File: src/rtl/reg_bank_mp.sv
// rtl/reg_bank_mp.sv - parametrised multi-read-port register bank with post-reset clear sweep
//
// Registered, write-first register bank. After reset a sweep zeroes one entry
// per cycle; busy stays high until the sweep has covered every entry.
// Optional pending-write scoreboard enabled by defining REG_BANK_SCOREBOARD_EN.
//
// Ports:
//   clk       in   system clock, all state updates on posedge
//   rst       in   synchronous active-high reset
//   we        in   write enable
//   rw        in   write address
//   din       in   write data
//   ra        in   packed read addresses, port i at ra[i*ADDR_W +: ADDR_W]
//   dout      out  packed registered read data, port i at dout[i*DATA_W +: DATA_W]
//   busy      out  high while the clear sweep runs
//   pend_set  in   (REG_BANK_SCOREBOARD_EN) mark pend_addr as pending
//   pend_addr in   (REG_BANK_SCOREBOARD_EN) entry to mark pending
//   hazard    out  (REG_BANK_SCOREBOARD_EN) per-port pending flag, aligned with dout

module reg_bank_mp #(
    parameter int DATA_W   = 64,
    parameter int ADDR_W   = 5,
    parameter int NUM_RD   = 2,
    parameter int ZERO_REG = 1
) (
    input  logic                     clk,
    input  logic                     rst,
    input  logic                     we,
    input  logic [ADDR_W-1:0]        rw,
    input  logic [DATA_W-1:0]        din,
    input  logic [NUM_RD*ADDR_W-1:0] ra,
    output logic [NUM_RD*DATA_W-1:0] dout,
    output logic                     busy
`ifdef REG_BANK_SCOREBOARD_EN
    ,
    input  logic                     pend_set,
    input  logic [ADDR_W-1:0]        pend_addr,
    output logic [NUM_RD-1:0]        hazard
`endif
);

    localparam int DEPTH = 2 ** ADDR_W;
    localparam logic [ADDR_W-1:0] LAST_ADDR = ADDR_W'(DEPTH - 1);

    typedef enum logic {
        CLEAR = 1'b0,
        READY = 1'b1
    } state_t;

    state_t                     state_q, state_d;
    logic [ADDR_W-1:0]          ptr_q, ptr_d;
    logic                       busy_q, busy_d;
    logic [NUM_RD*DATA_W-1:0]   dout_q, dout_d;
    logic [DATA_W-1:0]          mem_q [DEPTH];

    logic                       mem_we;
    logic [ADDR_W-1:0]          mem_waddr;
    logic [DATA_W-1:0]          mem_wdata;
    logic                       wr_zero;

    // A write aimed at the hardwired-zero entry is dropped entirely.
    assign wr_zero = (ZERO_REG != 0) && (rw == '0);

    // Control FSM and the single storage write port, shared by the sweep and
    // normal writes so the array only ever sees one write per cycle.
    always_comb begin
        state_d   = state_q;
        ptr_d     = ptr_q;
        busy_d    = busy_q;
        mem_we    = 1'b0;
        mem_waddr = rw;
        mem_wdata = din;
        case (state_q)
            CLEAR: begin
                mem_we    = 1'b1;
                mem_waddr = ptr_q;
                mem_wdata = '0;
                ptr_d     = ptr_q + ADDR_W'(1);
                if (ptr_q == LAST_ADDR) begin
                    state_d = READY;
                    busy_d  = 1'b0;
                end
            end
            READY: begin
                mem_we = we && !wr_zero;
            end
            default: begin
                state_d = CLEAR;
                ptr_d   = '0;
                busy_d  = 1'b1;
            end
        endcase
    end

    always_ff @(posedge clk) begin
        if (rst) begin
            state_q <= CLEAR;
            ptr_q   <= '0;
            busy_q  <= 1'b1;
        end else begin
            state_q <= state_d;
            ptr_q   <= ptr_d;
            busy_q  <= busy_d;
        end
    end

    // Storage has no reset: the sweep is what initialises it.
    always_ff @(posedge clk) begin
        if (!rst && mem_we) begin
            mem_q[mem_waddr] <= mem_wdata;
        end
    end

    // Per-port read mux: zero entry, then same-cycle write bypass, then array.
    for (genvar g = 0; g < NUM_RD; g++) begin : g_rd
        logic [ADDR_W-1:0] rd_addr;
        assign rd_addr = ra[g*ADDR_W +: ADDR_W];

        always_comb begin
            dout_d[g*DATA_W +: DATA_W] = '0;
            if (state_q == READY) begin
                if ((ZERO_REG != 0) && (rd_addr == '0)) begin
                    dout_d[g*DATA_W +: DATA_W] = '0;
                end else if (we && (rw == rd_addr)) begin
                    dout_d[g*DATA_W +: DATA_W] = din;
                end else begin
                    dout_d[g*DATA_W +: DATA_W] = mem_q[rd_addr];
                end
            end
        end
    end

    always_ff @(posedge clk) begin
        if (rst) begin
            dout_q <= '0;
        end else begin
            dout_q <= dout_d;
        end
    end

    assign dout = dout_q;
    assign busy = busy_q;

`ifdef REG_BANK_SCOREBOARD_EN
    logic [DEPTH-1:0]  pend_q, pend_d;
    logic [NUM_RD-1:0] hazard_q, hazard_d;

    // Set is applied after clear so a same-edge set on the written entry wins.
    always_comb begin
        pend_d = pend_q;
        if (state_q == READY) begin
            if (we) begin
                pend_d[rw] = 1'b0;
            end
            if (pend_set) begin
                pend_d[pend_addr] = 1'b1;
            end
        end
    end

    // Hazard sees this edge's clear but not its set: a same-cycle write is
    // covered by the bypass, a same-cycle set only shows on the next read.
    for (genvar g = 0; g < NUM_RD; g++) begin : g_hz
        logic [ADDR_W-1:0] hz_addr;
        assign hz_addr = ra[g*ADDR_W +: ADDR_W];

        always_comb begin
            hazard_d[g] = 1'b0;
            if (state_q == READY && !((ZERO_REG != 0) && (hz_addr == '0))) begin
                hazard_d[g] = pend_q[hz_addr] && !(we && (rw == hz_addr));
            end
        end
    end

    always_ff @(posedge clk) begin
        if (rst) begin
            pend_q   <= '0;
            hazard_q <= '0;
        end else begin
            pend_q   <= pend_d;
            hazard_q <= hazard_d;
        end
    end

    assign hazard = hazard_q;
`endif

endmodule

File: config.mk
export PLATFORM = sky130hd
export DESIGN_NAME = reg_bank_mp
export DESIGN_NICKNAME = d
export VERILOG_FILES = /design/src/rtl/reg_bank_mp.sv
export SDC_FILE = /design/constraint.sdc
export NUM_CORES = 2
export LEC_CHECK = 0
export BUFFER_PORTS_ARGS = -buffer_cell sky130_fd_sc_hd__buf_2
export CAP_MARGIN = 30
export CORE_MARGIN = 2
export CORE_UTILIZATION = 30
export CTS_BUF_LIST = sky130_fd_sc_hd__clkbuf_16
export DETAILED_ROUTE_END_ITERATION = 6
export PLACE_DENSITY_LB_ADDON = 0.08
export SLEW_MARGIN = 40
export SYNTH_ARGS = -nofsm -noshare
export SYNTH_HDL_FRONTEND = slang
export SYNTH_SLANG_ARGS = --single-unit
File: constraint.sdc
create_clock -name clk -period 4.9 [get_ports clk]
set_clock_uncertainty 0.05 [all_clocks]
set_input_delay 0.49 -clock clk [delete_from_list [all_inputs] [get_ports clk]]
set_output_delay 0.49 -clock clk [all_outputs]
set_load 0.1 [all_outputs]
# Yosys cells after proc, flatten, opt, wreduce, memory -nomap -nowiden

Memories as Yosys holds them, arrays and structs flattened. A register that Yosys moved wholly into a read port is not among the register bits.
Cells that the tools add are included.

Bitwise operators: 1
Equal/unequal tests: 1
Mux-type cells: 7
$add $sub $neg: 1
Reductions and logical operators: 10

Operator list:

| cell                  | count |
|---|---|
| $mux W64              | 1 |
| $logic_not A5 Y1      | 3 |
| $reduce_or A3 Y1      | 2 |
| $add A5 B1 Y5 const B | 1 |
| $eq A5 B5 Y1 const B  | 1 |
| $mux W5               | 1 |
| $mux W1               | 4 |
| $logic_and A1 B1 Y1   | 2 |
| $logic_not A1 Y1      | 2 |
| $pmux W1 S2           | 1 |
| $reduce_and A2 Y1     | 1 |
| $not A1 Y1            | 1 |

RAM bits: 2048
Register bits: 7
Output and inout port bits: 129
Memories: 1

Memories:

| memory | depth | width | read ports | clocked after Yosys merged registers in | write ports | RTL line | RTL |
|---|---|---|---|---|---|---|---|
| mem_q  | 32    | 64    | 2          | 2                                       | 1           | 54       | `logic [DATA_W-1:0] mem_q [DEPTH];` |

# Logic depth before layout (Yosys ltp)

Word-level depth: 7
Gate-level depth with buffers: 10

# Worst setup path before layout

No wires, ideal clock.

Path kind: input-to-reg
Start: input port rw[2]
End: memory mem_q[23][0] (enable)
Library setup time: 487 ps
Required time: 4363 ps
Setup slack: 34 ps
Stages on the path: 6
Arrival: 4329 ps
Cells stage by stage: or4_1 -> o21ai_0 -> a21oi_1 -> or3b_2 -> clkbuf_1 -> nor2_1

Word-level cells in the longest chain between the ends: 7
Elaborated cells between the ends (all ways): 8
Those cells by class: mux: 4; reduce/logical: 4

Ends and longest elaborated chain:

| element                       | RTL line | RTL |
|---|---|---|
| from (decl)                   | 29       | `input logic [ADDR_W-1:0] rw,` |
| $logic_not A5 Y1              | 62       | `assign wr_zero = (ZERO_REG != 0) && (rw == '0);` |
| $logic_not A1 Y1              | 85       | `mem_we = we && !wr_zero;` |
| $logic_and A1 B1 Y1           | 85       |  |
| $pmux W1 S2                   | 73       | `case (state_q)` |
| $logic_and A1 B1 Y1           | 109      | `if (!rst && mem_we) begin` |
| $mux W1                       | 109      |  |
| $mux W1 (implied by the code) | 110      | `mem_q[mem_waddr] <= mem_wdata;` |
| to (decl)                     | 54       |  |

Several ways; a longest one is shown, not always the timed one.

# Worst setup path in the final report

Start: register state_q
End: register dout_q[111] (netlist: dout[111]) (read register of mem_q)

Word-level cells in the longest chain between the ends: 2

Ends and longest elaborated chain:

| element                           | RTL line | RTL |
|---|---|---|
| from (decl)                       | 50       | `state_t state_q, state_d;` |
| from (signal assigned)            | 101      | `state_q <= state_d;` |
| $not A1 Y1 (no source line)       | -        |  |
| $reduce_or A3 Y1 (no source line) | -        |  |
| to (decl)                         | 53       | `logic [NUM_RD*DATA_W-1:0] dout_q, dout_d;` |

No other way between the ends.
A chain may end at the register's enable or synchronous reset.

==> flow_summary_export.csv <==
group,metric,value,unit
worst_hold_path,hold_path_class,"in2reg",
drt,wire_per_inst,37.9,um
power,seqPwrFrac,48.3,%
cells_and_area,stdcell_count,10300,
synth,yosys.area.top_type_share,62.7,%
worst_hold_path,min_path_cells,3,
worst_setup_path,timing.rr.start,"state_q$_SDFF_PP0_",
power,vdd_ir_drop_max,264,uV
timing,finalHoldViolCount,0,
floorplan,io_pins,211,
power,fin_total_pwr,42.0,mW
placement,dpl_worst_slack,1.13,ns
worst_hold_path,hold_path_end,"dout[67]$_SDFF_PP0_",
synth,synth_top_flop_cell,"edfxtp_1",
drt,drt_iter0_drc,6142,
power,swShare,23.9,%
drt,dr.pass1.iters,6,
cells_and_area,drive_gt1_share,27.7,%
outcome,outcome,"finished clean",
synth,synthTopCellsByCount,"2048 x edfxtp_1, 720 x mux2i_1, 660 x mux4_2, 235 x a22oi_1, 210 x clkbuf_1",
global_route,gr-total-overflow,0,
timing,slew_headroom,38.0,%
synth,yosysTopAreaCell,"edfxtp_1",
cells_and_area,multi_input_area,32000,sq um
clocking,cts_made_buffers,268,
worst_setup_path,critPathCaptureType,"flip-flop",
synth,ys_types,54,
timing,rsz0062_at_grt,"no",
timing,fin_crit_sh,70.6,%
worst_setup_path,reg2reg_setup_slack,1.44,ns
clocking,htreeDepth,5,
synth,postSynth.asyncResetShare,0,%
worst_setup_path,setup.worst_path.class,"reg2reg",
timing,fin_tns_setup,0,ns
global_route,antenna_found_initial,11,
drt,drt.antenna.violating_nets,0,
worst_setup_path,r2r-end,"dout[111]$_SDFF_PP0_",
worst_setup_path,cp.required,5.58,ns
floorplan,num_rows,209,
floorplan,die_y,576,um
flow_run,maxCapViolCount,0,
drt,wl,391,mm
global_route,grt_usage,23.1,%
global_route,grt_pass1_wl,531,mm
worst_setup_path,critPathLaunchType,"flip-flop",
floorplan,initial_utilization,30.2,%
placement,dp_cells,9775,
power,pwr-share-clk,44.6,%
worst_setup_path,cp.arrival,4.14,ns
clocking,clk-insertion-delay-late,0.91,ns
drt,routed-via-count,59500,
power,power.switching,10.0,mW
power,power_density,365,nW/um^2
clocking,cts_setup_buffers,0,
synth,avgSynthCellArea,18.0,sq um
clocking,cts-root-buf,"clkbuf_16",
global_route,grt_pass1_vias,61300,
synth,synth_warnings,0,
drt,drc,0,
timing,clock.fmax,289,MHz
floorplan,coreArea,325000,sq um
synth,synth_edf_count,2048,
synth,synthMostInstantiatedCell,"edfxtp_1",
cells_and_area,syn_to_final_growth,17.1,%
cells_and_area,final_core_util,35.4,%
floorplan,die_area,332000,sq um
drt,routed_via_density,5.77,
clocking,clock_sinks,2183,
timing,period_needed,3.46,ns
cells_and_area,fill_cells,30400,
timing,setup_slack,1.44,ns
synth,synthesis.nets,5532,
synth,mappedNetlistArea,98100,sq um
cells_and_area,ff_latch_area,64200,sq um
placement,portBuffers,210,
clocking,clk_pin_slew_worst_paths,0.06,ns
worst_hold_path,holdCritStartpoint,"din[3]",
clocking,cts_buffer_depth,4,
global_route,grt_max_degree,100,
floorplan,die_w,576,um
synth,seq_area_frac_synth,65.4,%
clocking,cts_tree,"done",
placement,gp_congestion,0.774,
timing,tightest_slew,0.929,ns
synth,synthCells,5448,
worst_setup_path,path_max_fanout,34,
power,p_int,31.9,mW
power,combPwrFrac,7.1,%
timing,slew_viol_final,0,
cells_and_area,nets,5858,
worst_setup_path,reg2reg_depth,6,
power,p_leak,37.7,nW
timing,setup_viol,0,
placement,dp_hpwl,221,mm
synth,synth_area_leaders,"edfxtp_1 63%, mux4_2 15%, mux2i_1 7.3%, dfxtp_1 2.8%, a22oi_1 1.8%",
synth,synth.ff_latch_count,2183,
-- per-stage QoR --
stage | cell area (sq um) | hold WS [ns]
floorplan | 98100 | 0.442
global placement | 106000 | 0.390
detailed placement | 106000 | 0.389
CTS | 115000 | 0.000982
global route | 115000 | 0.0341
finish | 115000 | 0.0526
-- cells by family (layout without fill, tap and decap cells) --
logic type,count (synthesis),in the layout,share of synthesized area [%]
flip-flops,2183,2183,65.4
multiplexers,1403,1403,22.8
AO/OA/AOI/OAI,981,981,7.57
buffers and inverters,513,1048,2.34
AND/OR/NAND/NOR,353,353,1.74
XOR/XNOR,13,13,0.116
adder cells (fa/ha/maj),2,2,0.0255
other,0,3,0
-- cells in the final DEF, fill, tap and decap left out, drive strengths merged, types with 54 or more instances in the layout --
cell / count
a221oi: 127
mux4: 660
buf: 450
and3: 63
o22ai: 254
mux2i: 722
inv: 151
o21ai: 69
edfxtp: 2048
nand2: 168
a22o: 78
dlygate4sd3: 54
clkbuf: 274
dfxtp: 135
a22oi: 235
clkinv: 104
-- critical path, stage by stage (launching register included) --
cell     delay, ns
dfxtp_4       0.72
mux2i_2       0.64
xor2_1        0.16
nand3_1       0.19
or3b_4        0.59
buf_4         0.66
o22ai_1       0.16
-- worst max-delay path by stage --
stage	from	end	slack [ns]	cells past startpoint
6_report	state_q$_SDFF_PP0_	dout[111]$_SDFF_PP0_	1.44	6
5_1_grt	state_q$_SDFF_PP0_	dout[109]$_SDFF_PP0_	1.26	6
4_1_cts	state_q$_SDFF_PP0_	dout[109]$_SDFF_PP0_	1.32	6
3_5_place_dp	rw[1]	mem_q[23][37]$_DFFE_PP_	1.13	7
3_3_place_gp	rw[1]	mem_q[31][9]$_DFFE_PP_	0.72	7
2_1_floorplan	rw[2]	mem_q[23][0]$_DFFE_PP_	0.03	6
-- metal layers --
| metal | vias up | GRT usage, % | share of wire [%] |
|---|---|---|---|
| li1 | 23900 | - | - |
| met1 | 33000 | 31.4 | 43 |
| met2 | 2124 | 39.2 | 49 |
| met3 | 531 | 2.59 | 4.9 |
| met4 | 0 | 6.24 | 2.8 |
| met5 | - | 0 | 0 |
-- sequential cells by signal (all words and copies together), names as in the netlist --
signal	count
mem_q	2048
dout	128
ptr_q	5
busy	1
state_q	1
-- power groups by stage --
| stage | Combinational [mW] | Clock, mW | Sequential [mW] |
|---|---|---|---|
| 4_1_cts | 3.01 | 19.2 | 20.3 |
| 3_3_place_gp | 2.97 | 0 | 20.7 |
| 2_1_floorplan | 1.74 | 0 | 20.7 |
| 5_1_grt | 3.10 | 19.9 | 20.3 |
| 6_report | 2.99 | 18.7 | 20.3 |
| 3_5_place_dp | 2.97 | 0 | 20.7 |
-- area by class of cell --
cell class / count / share of cell area, %
sequential: 2183 / 55.9
tap: 4325 / 4.71
inverter: 64 / 0.209
antenna: 3 / 0.00654
clock buffer: 273 / 5.95
timing repair buffer: 505 / 4.21
multi-input combinational: 2752 / 27.9
clock inverter: 206 / 1.14
-- repair_timing --
| item | 4_1_cts | 5_1_grt |
|---|---|---|
| hold endpoints to repair | 110 | 0 |
| gates resized for setup | 0 | 0 |
| setup endpoints to repair | 0 | 0 |
| hold buffers | 54 | 0 |
No activity file was read; power rests on OpenSTA's default activity.
